`src/rtl/playback_controller.sv`:
```
// -----------------------------------------------------------------------------
// playback_controller
//
// Command stage in front of the flash audio driver. It decodes ASCII keyboard
// commands and the three speed pushbuttons into the driver's enable, reverse
// and count (divider period) inputs. It also generates a restart pulse that
// sends the fetcher's address back to the start or end of the song.
//
// Optional feature macro: BTN_DEBOUNCE_EN
//   defined   : every button passes through a debounce counter of
//               DEBOUNCE_CYCLES stable cycles before edge detection.
//   undefined : edges are taken straight from the synchronised inputs.
//
// Ports
//   clk_i          system clock (50 MHz)
//   reset_i        asynchronous reset, active low
//   key_valid_i    one-cycle strobe, key_code_i is valid this cycle
//   key_code_i     ASCII command byte (E/D/F/B/R, case-insensitive)
//   speed_up_i     button level, active high, synchronised to clk_i
//   speed_down_i   button level, active high, synchronised to clk_i
//   speed_reset_i  button level, active high, synchronised to clk_i
//   enable_o       driver enable (playback running)
//   reverse_o      driver direction, 1 = backward
//   count_o        driver divider count
//   restart_o      fetcher restart, active high
//   state_dbg_o    current FSM state encoding (debug only)
//
// States
//   state      | meaning
//   ST_STOP    | playback halted, enable low
//   ST_PLAY    | playback running, enable high
//   ST_RESTART | restart pulse high for RESTART_CYCLES, then back to
//              | PLAY or STOP depending on run_saved
// -----------------------------------------------------------------------------
module playback_controller #(
    parameter int WIDTH           = 16,
    parameter int COUNT_DEFAULT   = 2272,
    parameter int COUNT_STEP      = 64,
    parameter int COUNT_MIN       = 568,
    parameter int COUNT_MAX       = 9088,
    parameter int RESTART_CYCLES  = 4,
    parameter int DEBOUNCE_CYCLES = 65536
) (
    input  logic             clk_i,
    input  logic             reset_i,
    input  logic             key_valid_i,
    input  logic [7:0]       key_code_i,
    input  logic             speed_up_i,
    input  logic             speed_down_i,
    input  logic             speed_reset_i,
    output logic             enable_o,
    output logic             reverse_o,
    output logic [WIDTH-1:0] count_o,
    output logic             restart_o,
    output logic [1:0]       state_dbg_o
);

    typedef enum logic [1:0] {
        ST_STOP    = 2'b00,
        ST_PLAY    = 2'b01,
        ST_RESTART = 2'b10
    } state_t;

    localparam int RCW = (RESTART_CYCLES > 1) ? $clog2(RESTART_CYCLES) : 1;
    localparam logic [RCW-1:0] RC_LOAD = RCW'(RESTART_CYCLES - 1);

    localparam logic [WIDTH-1:0] CNT_DEF = WIDTH'(COUNT_DEFAULT);
    localparam logic [WIDTH-1:0] CNT_MIN = WIDTH'(COUNT_MIN);
    localparam logic [WIDTH-1:0] CNT_MAX = WIDTH'(COUNT_MAX);
    localparam logic [WIDTH:0]   CNT_STP = (WIDTH+1)'(COUNT_STEP);

    // Elaboration-time sanity check of the parameter set.
    if (COUNT_MIN > COUNT_MAX || COUNT_DEFAULT < COUNT_MIN || COUNT_DEFAULT > COUNT_MAX ||
        COUNT_STEP < 1 || RESTART_CYCLES < 1 || DEBOUNCE_CYCLES < 1) begin : g_cfg_bad
        $error("playback_controller: inconsistent parameter set");
    end

    // ------------------------------------------------------------------
    // Key decode: fold lower case onto upper case, then match.
    // ------------------------------------------------------------------
    logic [7:0] key_uc;
    logic       cmd_start, cmd_stop, cmd_fwd, cmd_back, cmd_restart;

    assign key_uc      = (key_code_i >= 8'h61 && key_code_i <= 8'h7A) ? (key_code_i - 8'h20)
                                                                       : key_code_i;
    assign cmd_start   = key_valid_i && (key_uc == 8'h45);  // 'E'
    assign cmd_stop    = key_valid_i && (key_uc == 8'h44);  // 'D'
    assign cmd_fwd     = key_valid_i && (key_uc == 8'h46);  // 'F'
    assign cmd_back    = key_valid_i && (key_uc == 8'h42);  // 'B'
    assign cmd_restart = key_valid_i && (key_uc == 8'h52);  // 'R'

    // ------------------------------------------------------------------
    // Button levels: bit 0 = up, bit 1 = down, bit 2 = reset
    // ------------------------------------------------------------------
    logic [2:0] btn_raw;
    logic [2:0] btn_lvl;

    assign btn_raw = {speed_reset_i, speed_down_i, speed_up_i};

`ifdef BTN_DEBOUNCE_EN
    localparam int DBW = (DEBOUNCE_CYCLES > 1) ? $clog2(DEBOUNCE_CYCLES) : 1;
    localparam logic [DBW-1:0] DB_LOAD = DBW'(DEBOUNCE_CYCLES - 1);

    logic [2:0]     db_q;
    logic [DBW-1:0] dbc_q [3];

    // Down-counter per button: reloaded while the raw level matches the
    // accepted level, the new level is accepted when it reaches zero.
    always_ff @(posedge clk_i or negedge reset_i) begin
        if (!reset_i) begin
            db_q <= 3'b000;
            for (int i = 0; i < 3; i++) dbc_q[i] <= DB_LOAD;
        end else begin
            for (int i = 0; i < 3; i++) begin
                if (btn_raw[i] == db_q[i]) begin
                    dbc_q[i] <= DB_LOAD;
                end else if (dbc_q[i] == '0) begin
                    db_q[i]  <= btn_raw[i];
                    dbc_q[i] <= DB_LOAD;
                end else begin
                    dbc_q[i] <= dbc_q[i] - DBW'(1);
                end
            end
        end
    end

    assign btn_lvl = db_q;
`else
    assign btn_lvl = btn_raw;
`endif

    // ------------------------------------------------------------------
    // Edge detection. armed_q suppresses the first cycle after reset so a
    // button held through reset release is not seen as a press.
    // ------------------------------------------------------------------
    logic [2:0] btn_prev_q;
    logic       armed_q;
    logic [2:0] btn_edge;

    assign btn_edge = armed_q ? (btn_lvl & ~btn_prev_q) : 3'b000;

    // ------------------------------------------------------------------
    // State and output registers
    // ------------------------------------------------------------------
    state_t           state_q, state_d;
    logic             run_saved_q, run_saved_d;
    logic [RCW-1:0]   rcnt_q, rcnt_d;
    logic             enable_q, enable_d;
    logic             restart_q, restart_d;
    logic             reverse_q, reverse_d;
    logic [WIDTH-1:0] count_q, count_d;

    always_ff @(posedge clk_i or negedge reset_i) begin
        if (!reset_i) begin
            state_q     <= ST_STOP;
            run_saved_q <= 1'b0;
            rcnt_q      <= '0;
            enable_q    <= 1'b0;
            restart_q   <= 1'b0;
            reverse_q   <= 1'b0;
            count_q     <= CNT_DEF;
            btn_prev_q  <= 3'b000;
            armed_q     <= 1'b0;
        end else begin
            state_q     <= state_d;
            run_saved_q <= run_saved_d;
            rcnt_q      <= rcnt_d;
            enable_q    <= enable_d;
            restart_q   <= restart_d;
            reverse_q   <= reverse_d;
            count_q     <= count_d;
            btn_prev_q  <= btn_lvl;
            armed_q     <= 1'b1;
        end
    end

    // ------------------------------------------------------------------
    // FSM next state
    // ------------------------------------------------------------------
    always_comb begin
        state_d     = state_q;
        run_saved_d = run_saved_q;
        rcnt_d      = rcnt_q;

        case (state_q)
            ST_STOP: begin
                if (cmd_start) begin
                    state_d = ST_PLAY;
                end else if (cmd_restart) begin
                    state_d     = ST_RESTART;
                    rcnt_d      = RC_LOAD;
                    run_saved_d = 1'b0;
                end
            end
            ST_PLAY: begin
                if (cmd_stop) begin
                    state_d = ST_STOP;
                end else if (cmd_restart) begin
                    state_d     = ST_RESTART;
                    rcnt_d      = RC_LOAD;
                    run_saved_d = 1'b1;
                end
            end
            ST_RESTART: begin
                // A fresh 'R' extends the pulse even on the terminal cycle.
                if (cmd_restart) begin
                    rcnt_d = RC_LOAD;
                end else if (rcnt_q == '0) begin
                    state_d = run_saved_q ? ST_PLAY : ST_STOP;
                end else begin
                    rcnt_d = rcnt_q - RCW'(1);
                end
                if (cmd_start) run_saved_d = 1'b1;
                if (cmd_stop)  run_saved_d = 1'b0;
            end
            default: begin
                state_d = ST_STOP;
            end
        endcase
    end

    // Outputs are registered from the next state so they follow a key by one edge.
    assign enable_d  = (state_d == ST_PLAY);
    assign restart_d = (state_d == ST_RESTART);

    // ------------------------------------------------------------------
    // Direction
    // ------------------------------------------------------------------
    always_comb begin
        reverse_d = reverse_q;
        if (cmd_back)     reverse_d = 1'b1;
        else if (cmd_fwd) reverse_d = 1'b0;
    end

    // ------------------------------------------------------------------
    // Speed count, arithmetic one bit wider than the count so the
    // borrow/carry is visible before clamping.
    // ------------------------------------------------------------------
    logic [WIDTH:0] cnt_dec;
    logic [WIDTH:0] cnt_inc;

    assign cnt_dec = {1'b0, count_q} - CNT_STP;
    assign cnt_inc = {1'b0, count_q} + CNT_STP;

    always_comb begin
        count_d = count_q;
        if (btn_edge[2]) begin
            count_d = CNT_DEF;
        end else if (btn_edge[0] && btn_edge[1]) begin
            count_d = count_q;
        end else if (btn_edge[0]) begin
            if (cnt_dec[WIDTH] || (cnt_dec < {1'b0, CNT_MIN})) count_d = CNT_MIN;
            else                                                 count_d = cnt_dec[WIDTH-1:0];
        end else if (btn_edge[1]) begin
            if (cnt_inc > {1'b0, CNT_MAX}) count_d = CNT_MAX;
            else                           count_d = cnt_inc[WIDTH-1:0];
        end
    end

    assign enable_o    = enable_q;
    assign reverse_o   = reverse_q;
    assign count_o     = count_q;
    assign restart_o   = restart_q;
    assign state_dbg_o = state_q;

endmodule

```
`config.mk`:
```
export PLATFORM = sky130hd
export DESIGN_NAME = playback_controller
export DESIGN_NICKNAME = d
export VERILOG_FILES = /design/src/rtl/playback_controller.sv
export SDC_FILE = /design/constraint.sdc
export NUM_CORES = 1
export LEC_CHECK = 0
export ABC_CLOCK_PERIOD_IN_PS = 6230
export CORE_MARGIN = 3
export CORE_UTILIZATION = 25
export CTS_CLUSTER_SIZE = 10
export DETAILED_ROUTE_END_ITERATION = 10
export GPL_ROUTABILITY_DRIVEN = 0
export MAX_ROUTING_LAYER = met4
export PLACE_DENSITY = 0.52
export REMOVE_ABC_BUFFERS = 1
export SYNTH_ARGS = -nofsm -noshare
export SYNTH_HDL_FRONTEND = slang
export SYNTH_SLANG_ARGS = --single-unit
export TNS_END_PERCENT = 5
```
`constraint.sdc`:
```
create_clock -name clk_i -period 6.23 [get_ports clk_i]
set_input_delay 1.5575 -clock clk_i [delete_from_list [all_inputs] [get_ports clk_i]]
set_output_delay 1.5575 -clock clk_i [all_outputs]
set_load 0.05 [all_outputs]
```
==> flow_metrics.tcl <==
set metrics [dict create \
    ys.warnings.count 0 \
    cts_tree "yes" \
    synth_cells 234 \
    syn-cell-area_um2 1910 \
    leakage_nw 0.921 \
    grt_usage 0.122 \
    worstPathCellList "clkdlybuf4s50_1 -> inv_1 -> ha_1 -> xor2_1 -> o21ai_1 -> nand4_1 -> o21ai_0 -> nor4b_2 -> nand4_1 -> o21a_1" \
    path_class "in -> reg" \
    postSynth.asyncResetShare 1.00 \
    rsz0062_at_grt "no" \
    slowest_delay_ns 0.49 \
    dieArea_um2 8710 \
    synth_xor_xnor_area_share 0.0276 \
    outcome "completed" \
    relSlewSlack 0.434 \
    port_buffers 31 \
    fin_nets 278 \
    synth_fa_ha_area_frac 0.0525 \
    muxShareOfSynthArea 0.0112 \
    r2r-end "count_o[9]" \
    fin_skew_ns 0.00765 \
    hp-class "reg -> reg" \
    tightest_slew_ns 0.848 \
    cap_violations 0 \
    crit_family "simple AND/OR/NAND/NOR gates" \
    antenna_found_initial 0 \
    clockPowerShare 0.142 \
    r2r_slack_ns 3.52 \
    worstHoldStart "run_saved_q" \
    cts_root_buf "clkbuf_8" \
    ys_top_cells_by_area "dfrtp_1 (26%), dfstp_2 (5.5%), ha_1 (5.2%), nor2_1 (3.9%), inv_1 (3.0%)" \
    critPathArrivalTime_ns 3.74 \
    netSwitchingPower_mw 0.361 \
    synthSimpleGateAreaFrac 0.279 \
    power_mw 0.755 \
    start_kind "input pin" \
    hold_violations 0 \
    avgSynthCellArea_um2 8.15 \
    clk_pin_slew_ns 0.09 \
    rr_startpoint "count_o[6]" \
    clock_latency_ns 0.27 \
    end_kind "register" \
    setup_viol 0 \
    seqPwrFrac 0.338 \
    powerDensity_nw_per_um2 326 \
    vias 1772 \
    clockBufferDepth 2 \
    routed_via_density 5.01 \
    routed_wl_mm 4.97 \
    num-fill-cells 773 \
    die_h_um 93.3 \
    ff2ff_path_depth 9 \
    internal_power_mw 0.394 \
    finalMaxSlewViolations 0 \
    yosys.cell_types.count 63 \
    wl_per_cell_um 14.0 \
    ant_nets 0 \
    diodes 0 \
    die_w_um 93.3 \
    crit_top_cell "nand4_1" \
    drtPass1Iterations 4 \
    cts.repair.resized 0 \
    hold_buffers 0 \
    finalCritPeriodShare 0.573 \
    hpwl_mm 3.72 \
    cts_sinks 24 \
    synth_top_area_cell "dfrtp_1" \
    std_cell_rows 31 \
    synth_top_area_share 0.262 \
    cts_setup_buffers 0 \
    core_area_um2 7330 \
    grt_pass1_wl_mm 8.49 \
    synth_top_family_by_area "simple AND/OR/NAND/NOR gates" \
    synth_compound_area_frac 0.229 \
    grt_pass1_vias 1685 \
    ir_worst_vdd_mv 0.124 \
    sw_frac_of_total 0.478 \
    crit_fanout 5 \
    cts_inserted_buffers 3 \
    yosysSeqAreaShare 0.318 \
    layout_common_cells "clkdlybuf4s50_1 (31), nor2_1 (20), dfrtp_1 (20)" \
    whs_path_depth 1 \
    period_needed_ns 3.57 \
    setup_tns_ns 0 \
    htree_levels 1 \
    cp.required_ns 6.40 \
    fmax_ghz 0.280 \
    areaGrowthSynthToFinish_pct 21.5 \
    worstHoldEndpoint "run_saved_q" \
    p_comb_frac 0.520 \
    overflow 0 \
    final_common_cell "clkdlybuf4s50_1" \
    drive_gt1_frac 0.0784 \
    start_util 0.260 \
    synth-edff-count 0 \
    post-route-drc-count 0 \
    grt_max_degree 25 \
    cpMaxStageDelayCell "clkdlybuf4s50_1" \
    first_iter_violations 179 \
    io_pins 35 \
    cp_num_buf_inv 2 \
    synth-main-ff-cell "dfrtp_1" \
    ys_seq_elements 24 \
]
logic make-up after synthesis:
kind of cell	Yosys count
simple gates	98
other cells	2
compound gates	62
mux	2
buf+inv	32
xor+xnor	6
flops	24
fa+ha+maj	8
synth_stat cells, types with 2 or more instances:
cell,number
a41oi_1,2
o21a_1,2
xnor2_1,5
a31o_1,2
a31oi_1,3
nand4_1,8
and2_1,2
nor4_1,3
o21ai_1,8
nor3_1,10
buf_4,4
nor2_2,2
o41ai_1,2
clkbuf_1,5
nor2b_1,7
ha_1,8
inv_1,15
nand2_1,15
a22oi_1,2
and3_1,5
nand3b_1,2
nand2b_1,3
buf_2,7
a21oi_1,9
or4_1,2
nand3_1,8
o22ai_1,2
o31ai_1,4
dfstp_2,4
o21ai_0,9
conb_1,2
nor2_1,20
o211ai_1,3
dfrtp_1,20
layout make-up:
class | count | area [um^2] | area share
Clock buffer | 4 | 55.1 | 0.0238
Inverter | 15 | 56.3 | 0.0243
Multi-Input combinational cell | 180 | 1160 | 0.500
Sequential cell | 24 | 606 | 0.261
Tap cell | 99 | 124 | 0.0535
Timing Repair Buffer | 32 | 318 | 0.137
registers in the layout (all words and copies together), names as in the netlist:
| signal | flops |
|---|---|
| armed_q | 1 |
| btn_prev_q | 3 |
| count_o | 12 |
| enable_o | 1 |
| rcnt_q | 2 |
| restart_o | 1 |
| reverse_o | 1 |
| run_saved_q | 1 |
| state_dbg_o | 2 |
per-layer routing:
| layer | part of all wire | wire (um) | track usage | vias to the layer above |
|---|---|---|---|---|
| met5 | 0 | 0 | - | - |
| met4 | 0.0058 | 29 | 0.0183 | 0 |
| met3 | 0.049 | 245 | 0.0201 | 4 |
| met2 | 0.45 | 2240 | 0.181 | 57 |
| met1 | 0.49 | 2460 | 0.179 | 824 |
| li1 | - | - | - | 887 |
worst max path at each step:
stage / start / endpoint / slack, ns / depth (start not counted)
5_1_grt: key_code_i[5] / rcnt_q[1] / 2.40 / 10
3_3_place_gp: key_code_i[5] / rcnt_q[0] / 2.38 / 10
3_5_place_dp: key_code_i[5] / rcnt_q[0] / 2.39 / 10
6_report: key_code_i[5] / rcnt_q[0] / 2.66 / 10
2_1_floorplan: key_code_i[5] / run_saved_q / 3.15 / 8
4_1_cts: key_code_i[5] / rcnt_q[0] / 2.68 / 10
stage by stage:
step	area, um^2	util	hold WS (ns)	worst slack (ns)	std cells
floorplan	1820	-	0.466	3.15	219
global placement	2260	0.308	0.489	2.38	350
detailed placement	2260	0.308	0.494	2.39	350
CTS	2320	0.316	0.515	2.68	354
global route	2320	0.316	0.536	2.40	354
finish	2320	0.316	0.507	2.66	354
worst reg2reg max path: stages (launching register included):
cell	delay [ns]
dfstp_2	0.69
inv_1	0.08
ha_1	0.28
xnor2_1	0.16
nand4_1	0.12
a31oi_1	0.11
o311a_2	0.52
nor2_2	0.28
o31ai_1	0.14
a31o_1	0.22
power groups by stage:
stage / clock (mW) / sequential, mW / combinational [mW]
after CTS: 0.115 / 0.255 / 0.392
after floorplan: 0 / 0.331 / 0.191
final: 0.107 / 0.255 / 0.393
after global placement: 0 / 0.257 / 0.390
after global routing: 0.121 / 0.265 / 0.428
after detailed placement: 0 / 0.259 / 0.391
Power figures use the tool's default switching activity.
